## src/rtl/ram_sched_pkg.sv

```systemverilog
// Shared types and defaults for the RAM write scheduler.
package ram_sched_pkg;

  localparam int unsigned ADDR_W_DEF     = 14;
  localparam int unsigned DATA_W_DEF     = 64;
  localparam int unsigned BE_W_DEF       = 8;
  localparam int unsigned GAP_CYCLES_DEF = 10;

  // Word address 0 is reserved and never written.
  localparam int unsigned RSVD_ADDR = 0;

  typedef enum logic [1:0] {
    ST_IDLE  = 2'd0,
    ST_WRITE = 2'd1,
    ST_GAP   = 2'd2
  } state_t;

  // Gap counter width: ceil(log2(gap+1)), at least one bit.
  function automatic int unsigned gap_cnt_w(input int unsigned gap);
    return (gap < 1) ? 1 : $clog2(gap + 1);
  endfunction

endpackage

```

## src/rtl/ram_write_sched_if.sv

```systemverilog
// Request/RAM-write bundle between requesters and the scheduler.
interface ram_write_sched_if #(
  parameter int unsigned ADDR_W = ram_sched_pkg::ADDR_W_DEF,
  parameter int unsigned DATA_W = ram_sched_pkg::DATA_W_DEF,
  parameter int unsigned BE_W   = ram_sched_pkg::BE_W_DEF
) ();

  logic              i_enable;
  logic [1:0]        i_req_valid;
  logic [DATA_W-1:0] i_req_data0;
  logic [DATA_W-1:0] i_req_data1;
  logic [BE_W-1:0]   i_req_be0;
  logic [BE_W-1:0]   i_req_be1;
  logic [1:0]        o_req_ready;
  logic [ADDR_W-1:0] o_ram_addr;
  logic [DATA_W-1:0] o_ram_data;
  logic [BE_W-1:0]   o_ram_be;
  logic              o_ram_wren;
  logic              o_grant_id;
  logic              o_wrap;
  logic              o_busy;

  // Requester / RAM side.
  modport master (
    output i_enable, i_req_valid, i_req_data0, i_req_data1, i_req_be0, i_req_be1,
    input  o_req_ready, o_ram_addr, o_ram_data, o_ram_be, o_ram_wren,
    input  o_grant_id, o_wrap, o_busy
  );

  // Scheduler side.
  modport slave (
    input  i_enable, i_req_valid, i_req_data0, i_req_data1, i_req_be0, i_req_be1,
    output o_req_ready, o_ram_addr, o_ram_data, o_ram_be, o_ram_wren,
    output o_grant_id, o_wrap, o_busy
  );

endinterface

```

## src/rtl/rr_arbiter2.sv

```systemverilog
// Two-way round-robin arbiter: combinational one-hot grant, registered last winner.
module rr_arbiter2 (
  input  logic       clk,
  input  logic       rst,
  input  logic [1:0] req,
  input  logic       advance,
  output logic [1:0] grant
);

  logic last_id;

  // Lone requester wins; on a tie the one not granted last wins.
  always_comb begin
    grant = 2'b00;
    case (req)
      2'b01:   grant = 2'b01;
      2'b10:   grant = 2'b10;
      2'b11:   grant = last_id ? 2'b01 : 2'b10;
      default: grant = 2'b00;
    endcase
  end

  // Remember the winner of each accepted transfer; reset favours requester 0.
  always_ff @(posedge clk or posedge rst) begin
    if (rst) begin
      last_id <= 1'b1;
    end else if (advance) begin
      last_id <= grant[1];
    end
  end

endmodule

```

## src/rtl/ram_write_sched.sv

```systemverilog
// Schedules writes from two requesters into a RAM with an enforced idle gap.
module ram_write_sched #(
  parameter int unsigned ADDR_W     = ram_sched_pkg::ADDR_W_DEF,
  parameter int unsigned DATA_W     = ram_sched_pkg::DATA_W_DEF,
  parameter int unsigned BE_W       = ram_sched_pkg::BE_W_DEF,
  parameter int unsigned GAP_CYCLES = ram_sched_pkg::GAP_CYCLES_DEF
) (
  input  logic             i_clk,
  input  logic             i_rst,
  ram_write_sched_if.slave bus
);

  import ram_sched_pkg::*;

  localparam int unsigned       CNT_W      = gap_cnt_w(GAP_CYCLES);
  localparam logic [ADDR_W-1:0] ADDR_MAX   = '1;
  localparam logic [ADDR_W-1:0] ADDR_FIRST = ADDR_W'(RSVD_ADDR + 1);
  localparam logic [CNT_W-1:0]  GAP_LAST   = CNT_W'(GAP_CYCLES);

  state_t           state;
  logic [CNT_W-1:0] gap_cnt;
  logic [1:0]       grant;
  logic             accept_window;
  logic             xfer;
  logic             xfer_id;

  rr_arbiter2 u_arb (
    .clk     (i_clk),
    .rst     (i_rst),
    .req     (bus.i_req_valid),
    .advance (xfer),
    .grant   (grant)
  );

  // Ready only for the arbiter's pick, only while idle and enabled.
  assign accept_window   = (state == ST_IDLE) && bus.i_enable;
  assign bus.o_req_ready = accept_window ? grant : 2'b00;
  assign xfer            = |(bus.i_req_valid & bus.o_req_ready);
  assign xfer_id         = bus.o_req_ready[1];
  assign bus.o_busy      = (state != ST_IDLE);

  // Sequencer: accept, one-cycle write strobe, then a fixed idle gap.
  always_ff @(posedge i_clk or posedge i_rst) begin
    if (i_rst) begin
      state          <= ST_IDLE;
      gap_cnt        <= '0;
      bus.o_ram_wren <= 1'b0;
      bus.o_ram_addr <= '0;
      bus.o_ram_data <= '0;
      bus.o_ram_be   <= '0;
      bus.o_grant_id <= 1'b0;
      bus.o_wrap     <= 1'b0;
    end else begin
      case (state)
        ST_IDLE: begin
          if (xfer) begin
            state          <= ST_WRITE;
            bus.o_ram_wren <= 1'b1;
            bus.o_grant_id <= xfer_id;
            bus.o_ram_data <= xfer_id ? bus.i_req_data1 : bus.i_req_data0;
            bus.o_ram_be   <= xfer_id ? bus.i_req_be1 : bus.i_req_be0;
            // Skip the reserved address when the pointer rolls over.
            if (bus.o_ram_addr == ADDR_MAX) begin
              bus.o_ram_addr <= ADDR_FIRST;
              bus.o_wrap     <= 1'b1;
            end else begin
              bus.o_ram_addr <= bus.o_ram_addr + ADDR_W'(1);
              bus.o_wrap     <= 1'b0;
            end
          end
        end
        ST_WRITE: begin
          state          <= ST_GAP;
          gap_cnt        <= '0;
          bus.o_ram_wren <= 1'b0;
          bus.o_wrap     <= 1'b0;
        end
        ST_GAP: begin
          if (gap_cnt == GAP_LAST) begin
            state <= ST_IDLE;
          end else begin
            gap_cnt <= gap_cnt + CNT_W'(1);
          end
        end
        default: state <= ST_IDLE;
      endcase
    end
  end

endmodule
```

## src/flat_wrapper.sv

```systemverilog
// flat-port wrapper written by rule: the top's interface ports become plain ports
module ram_write_sched_flat import ram_sched_pkg::*;
#(
  parameter int unsigned ADDR_W     = ram_sched_pkg::ADDR_W_DEF,
  parameter int unsigned DATA_W     = ram_sched_pkg::DATA_W_DEF,
  parameter int unsigned BE_W       = ram_sched_pkg::BE_W_DEF,
  parameter int unsigned GAP_CYCLES = ram_sched_pkg::GAP_CYCLES_DEF
)
  (i_clk, i_rst, bus_i_enable, bus_i_req_valid, bus_i_req_data0, bus_i_req_data1, bus_i_req_be0, bus_i_req_be1, bus_o_req_ready, bus_o_ram_addr, bus_o_ram_data, bus_o_ram_be, bus_o_ram_wren, bus_o_grant_id, bus_o_wrap, bus_o_busy);
  ram_write_sched_if #(.ADDR_W(ADDR_W), .DATA_W(DATA_W), .BE_W(BE_W)) bus_i ();
  input  logic i_clk;
  input  logic i_rst;
  input wire logic [$bits(bus_i.i_enable)-1:0] bus_i_enable;
  input wire logic [$bits(bus_i.i_req_valid)-1:0] bus_i_req_valid;
  input wire logic [$bits(bus_i.i_req_data0)-1:0] bus_i_req_data0;
  input wire logic [$bits(bus_i.i_req_data1)-1:0] bus_i_req_data1;
  input wire logic [$bits(bus_i.i_req_be0)-1:0] bus_i_req_be0;
  input wire logic [$bits(bus_i.i_req_be1)-1:0] bus_i_req_be1;
  output wire logic [$bits(bus_i.o_req_ready)-1:0] bus_o_req_ready;
  output wire logic [$bits(bus_i.o_ram_addr)-1:0] bus_o_ram_addr;
  output wire logic [$bits(bus_i.o_ram_data)-1:0] bus_o_ram_data;
  output wire logic [$bits(bus_i.o_ram_be)-1:0] bus_o_ram_be;
  output wire logic [$bits(bus_i.o_ram_wren)-1:0] bus_o_ram_wren;
  output wire logic [$bits(bus_i.o_grant_id)-1:0] bus_o_grant_id;
  output wire logic [$bits(bus_i.o_wrap)-1:0] bus_o_wrap;
  output wire logic [$bits(bus_i.o_busy)-1:0] bus_o_busy;
  assign bus_i.i_enable = bus_i_enable;
  assign bus_i.i_req_valid = bus_i_req_valid;
  assign bus_i.i_req_data0 = bus_i_req_data0;
  assign bus_i.i_req_data1 = bus_i_req_data1;
  assign bus_i.i_req_be0 = bus_i_req_be0;
  assign bus_i.i_req_be1 = bus_i_req_be1;
  assign bus_o_req_ready = bus_i.o_req_ready;
  assign bus_o_ram_addr = bus_i.o_ram_addr;
  assign bus_o_ram_data = bus_i.o_ram_data;
  assign bus_o_ram_be = bus_i.o_ram_be;
  assign bus_o_ram_wren = bus_i.o_ram_wren;
  assign bus_o_grant_id = bus_i.o_grant_id;
  assign bus_o_wrap = bus_i.o_wrap;
  assign bus_o_busy = bus_i.o_busy;
  ram_write_sched #(.ADDR_W(ADDR_W), .DATA_W(DATA_W), .BE_W(BE_W), .GAP_CYCLES(GAP_CYCLES)) u_core (.i_clk(i_clk), .i_rst(i_rst), .bus(bus_i));
endmodule
```

## config.mk

```make
export PLATFORM = sky130hd
export DESIGN_NAME = ram_write_sched_flat
export DESIGN_NICKNAME = d
export VERILOG_FILES = /design/src/rtl/ram_sched_pkg.sv /design/src/rtl/ram_write_sched_if.sv /design/src/rtl/rr_arbiter2.sv /design/src/rtl/ram_write_sched.sv /design/src/flat_wrapper.sv
export SDC_FILE = /design/constraint.sdc
export NUM_CORES = 1
export LEC_CHECK = 0
export CAP_MARGIN = 20
export CORE_UTILIZATION = 40
export DETAILED_ROUTE_END_ITERATION = 6
export PLACE_DENSITY = 0.86
export SYNTH_ARGS = -nofsm -noshare
export SYNTH_HDL_FRONTEND = slang
export SYNTH_HIERARCHICAL = 1
export SYNTH_SLANG_ARGS = --single-unit
export TNS_END_PERCENT = 5
```

## constraint.sdc

```tcl
create_clock -name i_clk -period 3.4 [get_ports i_clk]
set_clock_uncertainty 0.05 [all_clocks]
set_input_delay 0.34 -clock i_clk [delete_from_list [all_inputs] [get_ports i_clk]]
set_output_delay 0.34 -clock i_clk [all_outputs]
set_load 0.1 [all_outputs]
```

After elaboration in Yosys (flattened, before gate mapping)
Cells that the tools add are included.
W data, S select, Z words.
{"block": "word_totals", "mem_bits_ro": 0, "latchBits": 0, "ff_bits": 96, "memories": 0, "elab_cells": 48, "output_inout_bits": 92, "mem_bits_rw": 0}
{"block": "op_classes", "n_shift": 0, "muxes": 16, "order_cmp": 0, "bitwise_logic": 1, "div": 0, "n_reduce_logical": 10, "eq_ne": 10, "n_mul": 0, "addsub": 2}
{"op": "$mux W64", "count": 1}
{"op": "$add A14 B1 Y14 const B", "count": 1}
{"op": "$eq A14 B14 Y1 const B", "count": 1}
{"op": "$mux W14", "count": 1}
{"op": "$pmux W2 S3", "count": 2}
{"op": "$mux W2", "count": 4}
{"op": "$mux W8", "count": 1}
{"op": "$pmux W4 S2", "count": 1}
{"op": "$reduce_and A2 Y1", "count": 4}
{"op": "$eq A2 B2 Y1 const B", "count": 3}
{"op": "$reduce_bool A2 Y1", "count": 3}
{"op": "$add A4 B1 Y4 const B", "count": 1}
{"op": "$eq A2 B1 Y1 const B", "count": 2}
{"op": "$eq A4 B4 Y1 const B", "count": 1}
{"op": "$mux W4", "count": 1}
{"op": "$ne A2 B2 Y1 const B", "count": 2}
{"op": "$pmux W1 S2", "count": 2}
{"op": "$mux W1", "count": 3}
{"op": "$and A2 B2 Y2", "count": 1}
{"op": "$logic_not A2 Y1", "count": 1}
{"op": "$ne A2 B1 Y1 const B", "count": 1}
{"op": "$reduce_or A2 Y1", "count": 1}
{"op": "$logic_and A1 B1 Y1", "count": 1}

Longest topological paths before layout
{"block": "depth", "depth_word": 7, "ltp_mapped": 9, "mapped_depth_nobuf": 7}

Cells and area by module
Netlist, hierarchy kept.
{"module": "ram_write_sched", "instances": 1, "cells_each": 438, "seq_area_each_um2": 2377.3, "area_per_inst_um2": 4526.8}
{"module": "rr_arbiter2", "instances": 1, "cells_each": 6, "seq_area_each_um2": 26.3, "area_per_inst_um2": 67.6}

Least setup slack after synthesis
No wires, ideal clock.
{"block": "synth_path", "path_kind": "reg2reg", "startpoint": "register u_core.bus.o_ram_addr[1]", "endpoint": "register u_core.bus.o_ram_addr[9]", "synth_period_minus_slack_ns": 2.450, "setup_slack_ns": 0.950, "t_required_ns": 3.230, "t_arrival_ns": 2.280, "path_stages_with_launch": 6, "cell_sequence": "dfrtp_1 > ha_1 > nand3_1 > nor4_4 > o211ai_1 > a21o_1"}
{"block": "synth_between", "elab_chain_len": 2}
{"element": "start, declared", "line": "ram_write_sched_if.sv:33", "source": "output o_req_ready, o_ram_addr, o_ram_data, o_ram_be, o_ram_wren,"}
{"element": "start signal, assigned", "line": "ram_write_sched.sv:67", "source": "bus.o_ram_addr <= bus.o_ram_addr + ADDR_W'(1);"}
{"element": "$add A14 B1 Y14 or $eq A14 B14 Y1 (tied branches)", "line": "ram_write_sched.sv:67, ram_write_sched.sv:63"}
{"element": "$mux W14 *", "line": "ram_write_sched.sv:63", "source": "if (bus.o_ram_addr == ADDR_MAX) begin"}
Mark *: on every way between the ends. The rest lies on a longest branch, timed or not.
A chain may end at the register's enable or synchronous reset.

Worst setup path after layout
{"block": "layout_path", "startpoint": "register u_core.state[0]", "endpoint": "output port bus_o_req_ready[1]"}
{"block": "layout_between", "elab_chain_len": 3}
{"element": "start, declared", "line": "ram_write_sched.sv:20", "source": "state_t state;"}
{"element": "start signal, assigned", "line": "ram_write_sched.sv:45", "source": "state <= ST_IDLE;"}
{"element": "start signal, assigned", "line": "ram_write_sched.sv:57", "source": "state <= ST_WRITE;"}
{"element": "start signal, assigned", "line": "ram_write_sched.sv:73", "source": "state <= ST_GAP;"}
{"element": "$logic_not A2 Y1", "line": "ram_write_sched.sv:36", "source": "assign accept_window = (state == ST_IDLE) && bus.i_enable;"}
{"element": "$logic_and A1 B1 Y1", "line": "ram_write_sched.sv:36"}
{"element": "$mux W2", "line": "ram_write_sched.sv:37", "source": "assign bus.o_req_ready = accept_window ? grant : 2'b00;"}
{"element": "end, declared", "line": "flat_wrapper.sv:19", "source": "output wire logic [$bits(bus_i.o_req_ready)-1:0] bus_o_req_ready;"}
No other way between the ends.

==> metrics.yaml <==
ys.flop_type: "dfrtp_1"
wl_mm: 12.7
grt_pass1_wl_mm: 19.8
yosysWarnings: 6
max-cap-violations: 0
place_congestion: 0.783
syn_to_final_growth_pct: 60.9
fin_crit_sh_pct: 76.7
status: "finished clean"
synth.distinct_cells: 49
vias: 4097
drc: 0
max_freq_ghz: 0.384
rsz0062_at_grt: "false"
r2r_slack_ps: 1150
r2r_end: "u_core/bus.o_ram_addr[4]"
finalSetupViolCount: 0
synth_cells: 444
worstPathRequired_ps: 3010
first_pass_iters: 4
r2r_cells: 7
synth_edf_count: 0
cts_made_buffers: 9
syn_nets: 596
crit_chain: "nor3b_2 -> and2_4 -> buf_4 -> buf_12"
postRouteAntennaNets: 0
period_needed_ps: 2610
cp_max_fo: 20
diodes: 0
design.portCount: 241
cp_slowest_stage_delay_ps: 510
hpwl_mm: 9.85
rr_startpoint: "u_core/u_arb/last_id"
ys_async_sr_fraction_pct: 100
layout-drive-gt1-share_pct: 5.17
ctsResizeCount: 0
post_cts.repair.setup_buffers: 0
cts.path.max_buffers: 2
track_usage_pct: 21.4
die-area_mm2: 0.0119
fp.dieH_um: 109
cp_slowest_cell: "dfrtp_1"
place_area_mm2: 0.00710
arrival_ps: 2220
clock_latency_ps: 330
fp.dieW_um: 109
clk_pin_slew_ps: 60
final_max_slew_viol_count: 0
io_buffers: 240
final_common_cell: "clkdlybuf4s50_1"
htree_levels: 3
crit_type: "reg -> out"
tightestPinTransition_ps: 1020
drt_iter0_markers: 164
wl_per_cell_um: 15.6
syn-cell-area_mm2: 0.00459
hold_path_class: "in -> async"
setup_tns_ps: 0
max_slew_margin_pct: 31.7
initial_core_util_pct: 41.7
final_cell_mix: "clkdlybuf4s50_1 (237), dfrtp_1 (95), nand2_1 (93)"
end_kind: "output port"
finalCoreUtilization_pct: 67.0
cts.sinks: 96
post-place-ws_ps: 860
design_area_mm2: 0.00739
cts_tree: "done"
synth_seq_cells: 96
setup_ws_ps: 794
cts-hold-fix-buffers: 0
root_buffer: "clkbuf_16"
grt_start_max_net_pins: 79
grt_pass1_vias: 4177
std_cell_rows: 38
seq_area_frac_synth_pct: 52.3
startpoint_type: "register"
nets: 825
finalHoldViolations: 0
antenna_found_initial: 0
vias_per_cell: 5.01
grt.overflow.total: 0
coreArea_mm2: 0.0110
synth.avg_cell_area_um2: 10.3
## layer usage
layer	part of all wire, %	global-route usage, %	wire length [um]	up-vias
met5	0	0	0	-
met4	1.7	6.95	216	0
met3	7.3	4.36	933	16
met2	53	39.1	6720	160
met1	38	25.0	4850	1908
li1	-	-	-	2013
## worst max-delay path by stage
| stage | from | end | slack [ps] | depth (start not counted) |
|---|---|---|---|---|
| after floorplan | i_rst | u_core/bus.o_grant_id | 530 | 1 |
| after global placement | bus_i_enable | bus_o_req_ready[1] | 920 | 5 |
| after detailed placement | bus_i_req_valid[0] | u_core/bus.o_ram_addr[9] | 860 | 7 |
| after CTS | u_core/state[0] | bus_o_req_ready[1] | 750 | 4 |
| after global routing | u_core/state[0] | bus_o_req_ready[1] | 670 | 4 |
| final | u_core/state[0] | bus_o_req_ready[1] | 790 | 4 |
## flip-flops by register name, indices dropped and copies added (netlist names)
name	cells
u_core/bus.o_ram_wren	1
u_core/bus.o_ram_data	64
u_core/bus.o_ram_be	8
u_core/state	2
u_core/gap_cnt	4
u_core/u_arb/last_id	1
u_core/bus.o_wrap	1
u_core/bus.o_ram_addr	14
u_core/bus.o_grant_id	1
## final cells by class
| type | count | area, um2 |
|---|---|---|
| Clock buffer | 10 | 239 |
| Inverter | 8 | 32.5 |
| Clock inverter | 5 | 57.6 |
| Sequential cell | 96 | 2400 |
| Multi-Input combinational cell | 313 | 2000 |
| Tap cell | 140 | 175 |
| Fill cell | 838 | 3640 |
| Timing Repair Buffer | 245 | 2480 |
## through the flow
step | cells | hold WS (ps)
after floorplan | 444 | 180
after CTS | 817 | 367
after global placement | 802 | 411
after detailed placement | 802 | 419
after global routing | 817 | 387
final | 817 | 367
## cell usage after synthesis, drive strengths merged (3+ instances only)
| cell type | n | share of area (%) |
|---|---|---|
| and3 | 3 | 0.44 |
| nand2 | 94 | 7.7 |
| a21oi | 3 | 0.33 |
| inv | 8 | 0.65 |
| xnor2 | 4 | 0.76 |
| mux2i | 72 | 16 |
| o31ai | 3 | 0.49 |
| nand3 | 5 | 0.54 |
| nor3 | 5 | 0.54 |
| ha | 3 | 0.82 |
| o21ai | 79 | 8.6 |
| buf | 15 | 2.7 |
| nand4 | 5 | 1.0 |
| nor2 | 7 | 0.57 |
| dfrtp | 95 | 52 |
| clkbuf | 12 | 0.98 |
## worst max-delay path: cells and delay by family (launching register included)
family | cells | cell delay (ps)
AND/OR/NAND/NOR | 2 | 750
buffers and inverters | 2 | 600
flip-flops | 1 | 510
## logic make-up (layout without fill, tap and decap cells)
family                     after synthesis  after routing  share of synthesized area, %
and+or+nand+nor                        130            130                          13.0
AOI/OAI and AO/OA                      102            102                          12.6
DFF                                     96             96                          52.3
muxes                                   73             73                          16.0
buffers and inverters                   35            268                          4.30
xor gates and xnor gates                 5              5                         0.953
adders and majority gates                3              3                         0.817
Power is not shown: default switching activity piles up to over one toggle a cycle in this logic, so the estimate is an artifact.
